### config.mk
export PLATFORM = sky130hd
export DESIGN_NAME = booth_driver_4bit_flat
export DESIGN_NICKNAME = d
export VERILOG_FILES = /design/src/rtl/booth_driver_4bit_if.sv /design/src/rtl/booth_driver_4bit.sv /design/src/flat_wrapper.sv
export SDC_FILE = /design/constraint.sdc
export NUM_CORES = 1
export LEC_CHECK = 0
export ABC_CLOCK_PERIOD_IN_PS = 2600
export CAP_MARGIN = 15
export CORE_ASPECT_RATIO = 0.9
export CORE_MARGIN = 5
export CORE_UTILIZATION = 45
export CTS_CLUSTER_SIZE = 12
export DETAILED_ROUTE_END_ITERATION = 7
export DONT_BUFFER_PORTS = 1
export PLACE_DENSITY = 0.66
export SYNTH_ARGS = -nofsm -noshare
export SYNTH_HDL_FRONTEND = slang
export SYNTH_SLANG_ARGS = --single-unit
export TNS_END_PERCENT = 1
### constraint.sdc
create_clock -name clk -period 2.6 [get_ports clk]
set_clock_uncertainty 0.1 [all_clocks]
set_input_delay 0.13 -clock clk [delete_from_list [all_inputs] [get_ports clk]]
set_output_delay 0.13 -clock clk [all_outputs]
set_load 0.03 [all_outputs]
### src/rtl/booth_driver_4bit_if.sv
// Bundle between the Booth driver and its environment: operand handshake,
// memristor cell control and the product handshake. The slave modport is the driver.
interface booth_driver_4bit_if;
  logic              in_valid;
  logic              in_ready;
  logic signed [3:0] multiplier;
  logic signed [3:0] multiplicand;
  logic              abort;
  logic              cell_rst;
  logic              cell_start;
  logic              cell_top;
  logic              cell_bottom;
  logic signed [3:0] cell_delta_m;
  logic signed [7:0] cell_result;
  logic              out_valid;
  logic              out_ready;
  logic signed [7:0] product;
  logic              range_err;
  logic              busy;

  modport slave (
    input  in_valid, multiplier, multiplicand, abort, cell_result, out_ready,
    output in_ready, cell_rst, cell_start, cell_top, cell_bottom, cell_delta_m,
           out_valid, product, range_err, busy
  );

  modport master (
    output in_valid, multiplier, multiplicand, abort, cell_result, out_ready,
    input  in_ready, cell_rst, cell_start, cell_top, cell_bottom, cell_delta_m,
           out_valid, product, range_err, busy
  );
endinterface

### src/rtl/booth_driver_4bit.sv
// Sequencer for a 4-step radix-2 Booth memristor cell: clears the cell, feeds it
// one Booth bit pair per cycle, then captures the cell accumulator as the product.
module booth_driver_4bit (
  input  logic                clk,
  input  logic                rst,
  booth_driver_4bit_if.slave  bus
);
  typedef enum logic [2:0] {IDLE, CLR, RUN, CAP, DONE, ABT} state_t;

  state_t            state_reg, state_next;
  logic [1:0]        step_reg, step_next;
  logic signed [3:0] q_reg, q_next;
  logic signed [3:0] m_reg, m_next;
  logic signed [7:0] product_reg, product_next;
  logic              range_err_reg, range_err_next;
  // Set by reset and cleared on the first edge after it: holds the cell in
  // clear for one cycle before the first operand can be taken.
  logic              init_reg;
  logic [3:0][1:0]   pair_tbl;

  generate
    for (genvar gi = 0; gi < 4; gi++) begin : g_pair
      if (gi == 0) begin : g_first
        assign pair_tbl[gi] = {q_reg[0], 1'b0};
      end else begin : g_rest
        assign pair_tbl[gi] = {q_reg[gi], q_reg[gi-1]};
      end
    end
  endgenerate

  always_ff @(posedge clk or negedge rst) begin
    if (!rst) begin
      state_reg     <= IDLE;
      step_reg      <= 2'd0;
      q_reg         <= '0;
      m_reg         <= '0;
      product_reg   <= '0;
      range_err_reg <= 1'b0;
      init_reg      <= 1'b1;
    end else begin
      state_reg     <= state_next;
      step_reg      <= step_next;
      q_reg         <= q_next;
      m_reg         <= m_next;
      product_reg   <= product_next;
      range_err_reg <= range_err_next;
      init_reg      <= 1'b0;
    end
  end

  always_comb begin
    state_next     = state_reg;
    step_next      = step_reg;
    q_next         = q_reg;
    m_next         = m_reg;
    product_next   = product_reg;
    range_err_next = range_err_reg;
    case (state_reg)
      IDLE: begin
        if (!init_reg && bus.in_valid) begin
          q_next     = bus.multiplier;
          m_next     = bus.multiplicand;
          state_next = CLR;
        end
      end
      CLR: begin
        step_next  = 2'd0;
        state_next = bus.abort ? ABT : RUN;
      end
      RUN: begin
        // The counter wraps 3 -> 0 on the way out, leaving it at zero for the next run.
        step_next = step_reg + 2'd1;
        if (bus.abort) begin
          step_next  = 2'd0;
          state_next = ABT;
        end else if (step_reg == 2'd3) begin
          state_next = CAP;
        end
      end
      CAP: begin
        if (bus.abort) begin
          state_next = ABT;
        end else begin
          product_next   = bus.cell_result;
          range_err_next = (m_reg == 4'sb1000);
          state_next     = DONE;
        end
      end
      DONE: begin
        if (bus.out_ready) state_next = IDLE;
      end
      ABT: begin
        state_next = IDLE;
      end
      default: begin
        state_next = IDLE;
      end
    endcase
  end

  // Cell controls decode only registered state, so they settle once after each edge.
  always_comb begin
    bus.in_ready     = (state_reg == IDLE) && !init_reg;
    bus.busy         = (state_reg != IDLE);
    bus.cell_rst     = init_reg || (state_reg == CLR) || (state_reg == ABT);
    bus.cell_start   = (state_reg == RUN);
    bus.cell_top     = 1'b0;
    bus.cell_bottom  = 1'b0;
    if (state_reg == RUN) begin
      {bus.cell_top, bus.cell_bottom} = pair_tbl[step_reg];
    end
    bus.cell_delta_m = (state_reg != IDLE) ? m_reg : 4'sd0;
    bus.out_valid    = (state_reg == DONE);
    bus.product      = product_reg;
    bus.range_err    = range_err_reg;
  end
endmodule

### src/flat_wrapper.sv
// flat-port wrapper written by rule: the top's interface ports become plain ports
module booth_driver_4bit_flat 
  (clk, rst, bus_in_valid, bus_multiplier, bus_multiplicand, bus_abort, bus_cell_result, bus_out_ready, bus_in_ready, bus_cell_rst, bus_cell_start, bus_cell_top, bus_cell_bottom, bus_cell_delta_m, bus_out_valid, bus_product, bus_range_err, bus_busy);
  booth_driver_4bit_if bus_i ();
  input  logic clk;
  input  logic rst;
  input wire logic [$bits(bus_i.in_valid)-1:0] bus_in_valid;
  input wire logic [$bits(bus_i.multiplier)-1:0] bus_multiplier;
  input wire logic [$bits(bus_i.multiplicand)-1:0] bus_multiplicand;
  input wire logic [$bits(bus_i.abort)-1:0] bus_abort;
  input wire logic [$bits(bus_i.cell_result)-1:0] bus_cell_result;
  input wire logic [$bits(bus_i.out_ready)-1:0] bus_out_ready;
  output wire logic [$bits(bus_i.in_ready)-1:0] bus_in_ready;
  output wire logic [$bits(bus_i.cell_rst)-1:0] bus_cell_rst;
  output wire logic [$bits(bus_i.cell_start)-1:0] bus_cell_start;
  output wire logic [$bits(bus_i.cell_top)-1:0] bus_cell_top;
  output wire logic [$bits(bus_i.cell_bottom)-1:0] bus_cell_bottom;
  output wire logic [$bits(bus_i.cell_delta_m)-1:0] bus_cell_delta_m;
  output wire logic [$bits(bus_i.out_valid)-1:0] bus_out_valid;
  output wire logic [$bits(bus_i.product)-1:0] bus_product;
  output wire logic [$bits(bus_i.range_err)-1:0] bus_range_err;
  output wire logic [$bits(bus_i.busy)-1:0] bus_busy;
  assign bus_i.in_valid = bus_in_valid;
  assign bus_i.multiplier = bus_multiplier;
  assign bus_i.multiplicand = bus_multiplicand;
  assign bus_i.abort = bus_abort;
  assign bus_i.cell_result = bus_cell_result;
  assign bus_i.out_ready = bus_out_ready;
  assign bus_in_ready = bus_i.in_ready;
  assign bus_cell_rst = bus_i.cell_rst;
  assign bus_cell_start = bus_i.cell_start;
  assign bus_cell_top = bus_i.cell_top;
  assign bus_cell_bottom = bus_i.cell_bottom;
  assign bus_cell_delta_m = bus_i.cell_delta_m;
  assign bus_out_valid = bus_i.out_valid;
  assign bus_product = bus_i.product;
  assign bus_range_err = bus_i.range_err;
  assign bus_busy = bus_i.busy;
  booth_driver_4bit u_core (.clk(clk), .rst(rst), .bus(bus_i));
endmodule
==> flow_summary.ini <==
[layout]
largest_reg_flops = 8
diodes = 0
area_growth_pct = 21.2
final_util = 0.562
fin_nets = 134
drive_above_1_share = 0.234

[synthesis]
syn_nets = 113
ys_warn_count = 0
synth.distinct_cells = 29
syn_inst = 91
yosysSeqAreaShare = 0.517
synth-async-reset-ratio = 1.00
synth-main-ff-cell = dfrtp_1
avgSynthCellArea_um2 = 12.3
synth_area_mm2 = 0.00111
ys_ff_latch = 23
synth_edf_count = 0

[clock_tree]
clk-insertion-delay-late_ns = 0.30
cts.reportedPaths.clkPinSlew_ns = 0.12
ctsResizeCount = 0
cts_tree = built
clock_sinks = 23
cts_inserted_buffers = 3
htree_num_levels = 1
cts.path.max_buffers = 2
post_cts_buffers = 0
cts_root_buffer = clkbuf_4

[drt]
drt-total-wl_um = 2250
wl_per_cell_um = 16.2
antenna_left = 0
num_vias = 759
drtPass1Iterations = 5
drc = 0
viasPerCell = 5.46
drt_iter0_drc = 17

[timing]
max_freq_mhz = 458
relSlewSlack = 0.334
setup_viol = 0
setup_slack_ns = 0.415
period_needed_ns = 2.19
post-route-period-util = 0.840
fin_setup_tns_ns = 0
drv_slew = 0
hold_viol_final = 0
tightestPinTransition_ns = 0.996
rsz0062_at_grt = false

[placed_design]
port_buffers = 0
gp_congestion = 0.785
place_worst_setup_slack_ns = 0.707
dp_hpwl_um = 1510

[global_route]
gr-total-overflow = 0
grt_pass1_vias = 732
globalRouteTotalUtil = 0.127
grt_pass1_wl_um = 3700
grt_max_degree = 24
grt_antenna_before_repair = 0

[power]
p_leak_nw = 0.616
irDropWorstVdd_mv = 0.796
powerDensity_mw_per_mm2 = 1180

[floorplanning]
fp.dieH_um = 57.2
initial_core_util = 0.464
ios = 41
fp.dieW_um = 62.5
num_rows = 17
core_mm2 = 0.00240
dieArea_mm2 = 0.00357

[worst_setup_path]
slowest_delay_ns = 0.55
crit_chain = inv_1 > or3_1 > a21oi_1
cp_max_fo = 11
start_kind = flip-flop
crit_required_ns = 2.37
endpoint_kind = output pin
slowest_stage = dfrtp_1
critPathArrivalTime_ns = 1.96
critPathKind = reg2out

[min_path]
holdCritPathClass = in2reg

[job]
maxCapViolations = 0

[status]
status = completed
==> area by class of cell <==
class / instances / area, um^2
Clock buffer: 3 / 22.5
Clock inverter: 1 / 5.00
Fill cell: 216 / 1050
Inverter: 4 / 15.0
Multi-Input combinational cell: 58 / 482
Sequential cell: 23 / 577
Tap cell: 28 / 35.0
Timing Repair Buffer: 22 / 215
==> cells in the final DEF (no fill, tap or decap), types with 3 or more instances in the layout <==
| cell type | Yosys | final |
|---|---|---|
| nor2_1 | 3 | 3 |
| clkbuf_4 | 0 | 3 |
| and2_1 | 4 | 4 |
| nand2_1 | 5 | 5 |
| a21oi_1 | 6 | 6 |
| mux2_2 | 10 | 10 |
| mux2_4 | 8 | 8 |
| dfrtp_1 | 22 | 22 |
| inv_1 | 4 | 4 |
| dlygate4sd3_1 | 0 | 20 |
==> path summary, 6_finish.rpt <==
check                                     from                     to  slack [ns]  cells past startpoint
max                        u_core.state_reg[1]        bus_cell_bottom        0.41                      3
min reg2reg                    u_core.q_reg[0]        u_core.q_reg[0]        0.43                      1
min in group asynchronous                  rst        u_core.m_reg[0]        0.32                      1
min                                  bus_abort  u_core.bus.product[2]        0.07                      2
max in group asynchronous                  rst        u_core.m_reg[3]        1.48                      1
max reg2reg                u_core.state_reg[0]        u_core.q_reg[1]        0.68                      3
==> power by group <==
part	total, W	internal (W)	switching, W
Clock	0.000162	0.0000574	0.000105
Combinational	0.000624	0.000292	0.000332
Sequential	0.000804	0.000512	0.000292
==> routing by layer <==
metal / vias up / share of wire / wire length [um] / global-route usage
li1: 349 / - / - / -
met1: 384 / 0.42 / 956 / 0.172
met2: 22 / 0.51 / 1150 / 0.203
met3: 4 / 0.050 / 113 / 0.0315
met4: 0 / 0.013 / 29 / 0.0364
met5: - / 0 / 0 / 0
==> metrics by stage <==
| stage | instance area [um^2] | hold slack [ns] | std cells | power (W) |
|---|---|---|---|---|
| 2_1_floorplan | 1110 | -0.266 | 91 | 0.00132 |
| 3_3_place_gp | 1120 | -0.265 | 115 | 0.00138 |
| 3_5_place_dp | 1120 | -0.265 | 115 | 0.00140 |
| 4_1_cts | 1350 | 0.0660 | 139 | 0.00159 |
| 5_1_grt | 1350 | 0.0711 | 139 | 0.00169 |
| 6_report | 1350 | 0.0679 | 139 | 0.00159 |
==> kinds of logic after synthesis <==
group	share of synthesized area
adder cells (fa/ha/maj)	0.0112
multiplexers	0.218
AND/OR/NAND/NOR	0.117
flip-flops	0.517
AO/OA/AOI/OAI	0.0752
XOR/XNOR	0.00786
other	0.00336
buffers and inverters	0.0505
==> synthesized netlist by cell type, types with 2 or more instances <==
| cell type | n | area share |
|---|---|---|
| inv_1 | 4 | 0.013 |
| nand2_1 | 5 | 0.017 |
| mux2_4 | 8 | 0.11 |
| buf_6 | 2 | 0.020 |
| or3_1 | 2 | 0.011 |
| nor4b_1 | 2 | 0.016 |
| o21a_1 | 2 | 0.013 |
| o21ai_0 | 2 | 0.0090 |
| buf_2 | 3 | 0.013 |
| a21oi_1 | 6 | 0.027 |
| and2_1 | 4 | 0.022 |
| nor2_1 | 3 | 0.010 |
| dfrtp_1 | 22 | 0.49 |
| mux2_2 | 10 | 0.10 |
| a21o_1 | 2 | 0.013 |
==> critical path, delay by kind of cell (launching register included) <==
kind	cells	cell delay [ns]
flops	1	0.55
simple gates	1	0.41
compound gates	1	0.54
buf+inv	1	0.15
==> what timing repair did <==
action / in CTS / in global routing
setup endpoints to repair: 0 / 0
endpoints found under the hold margin: 44 / 0
hold buffers: 20 / 0
(Power assumes the default switching activity.)
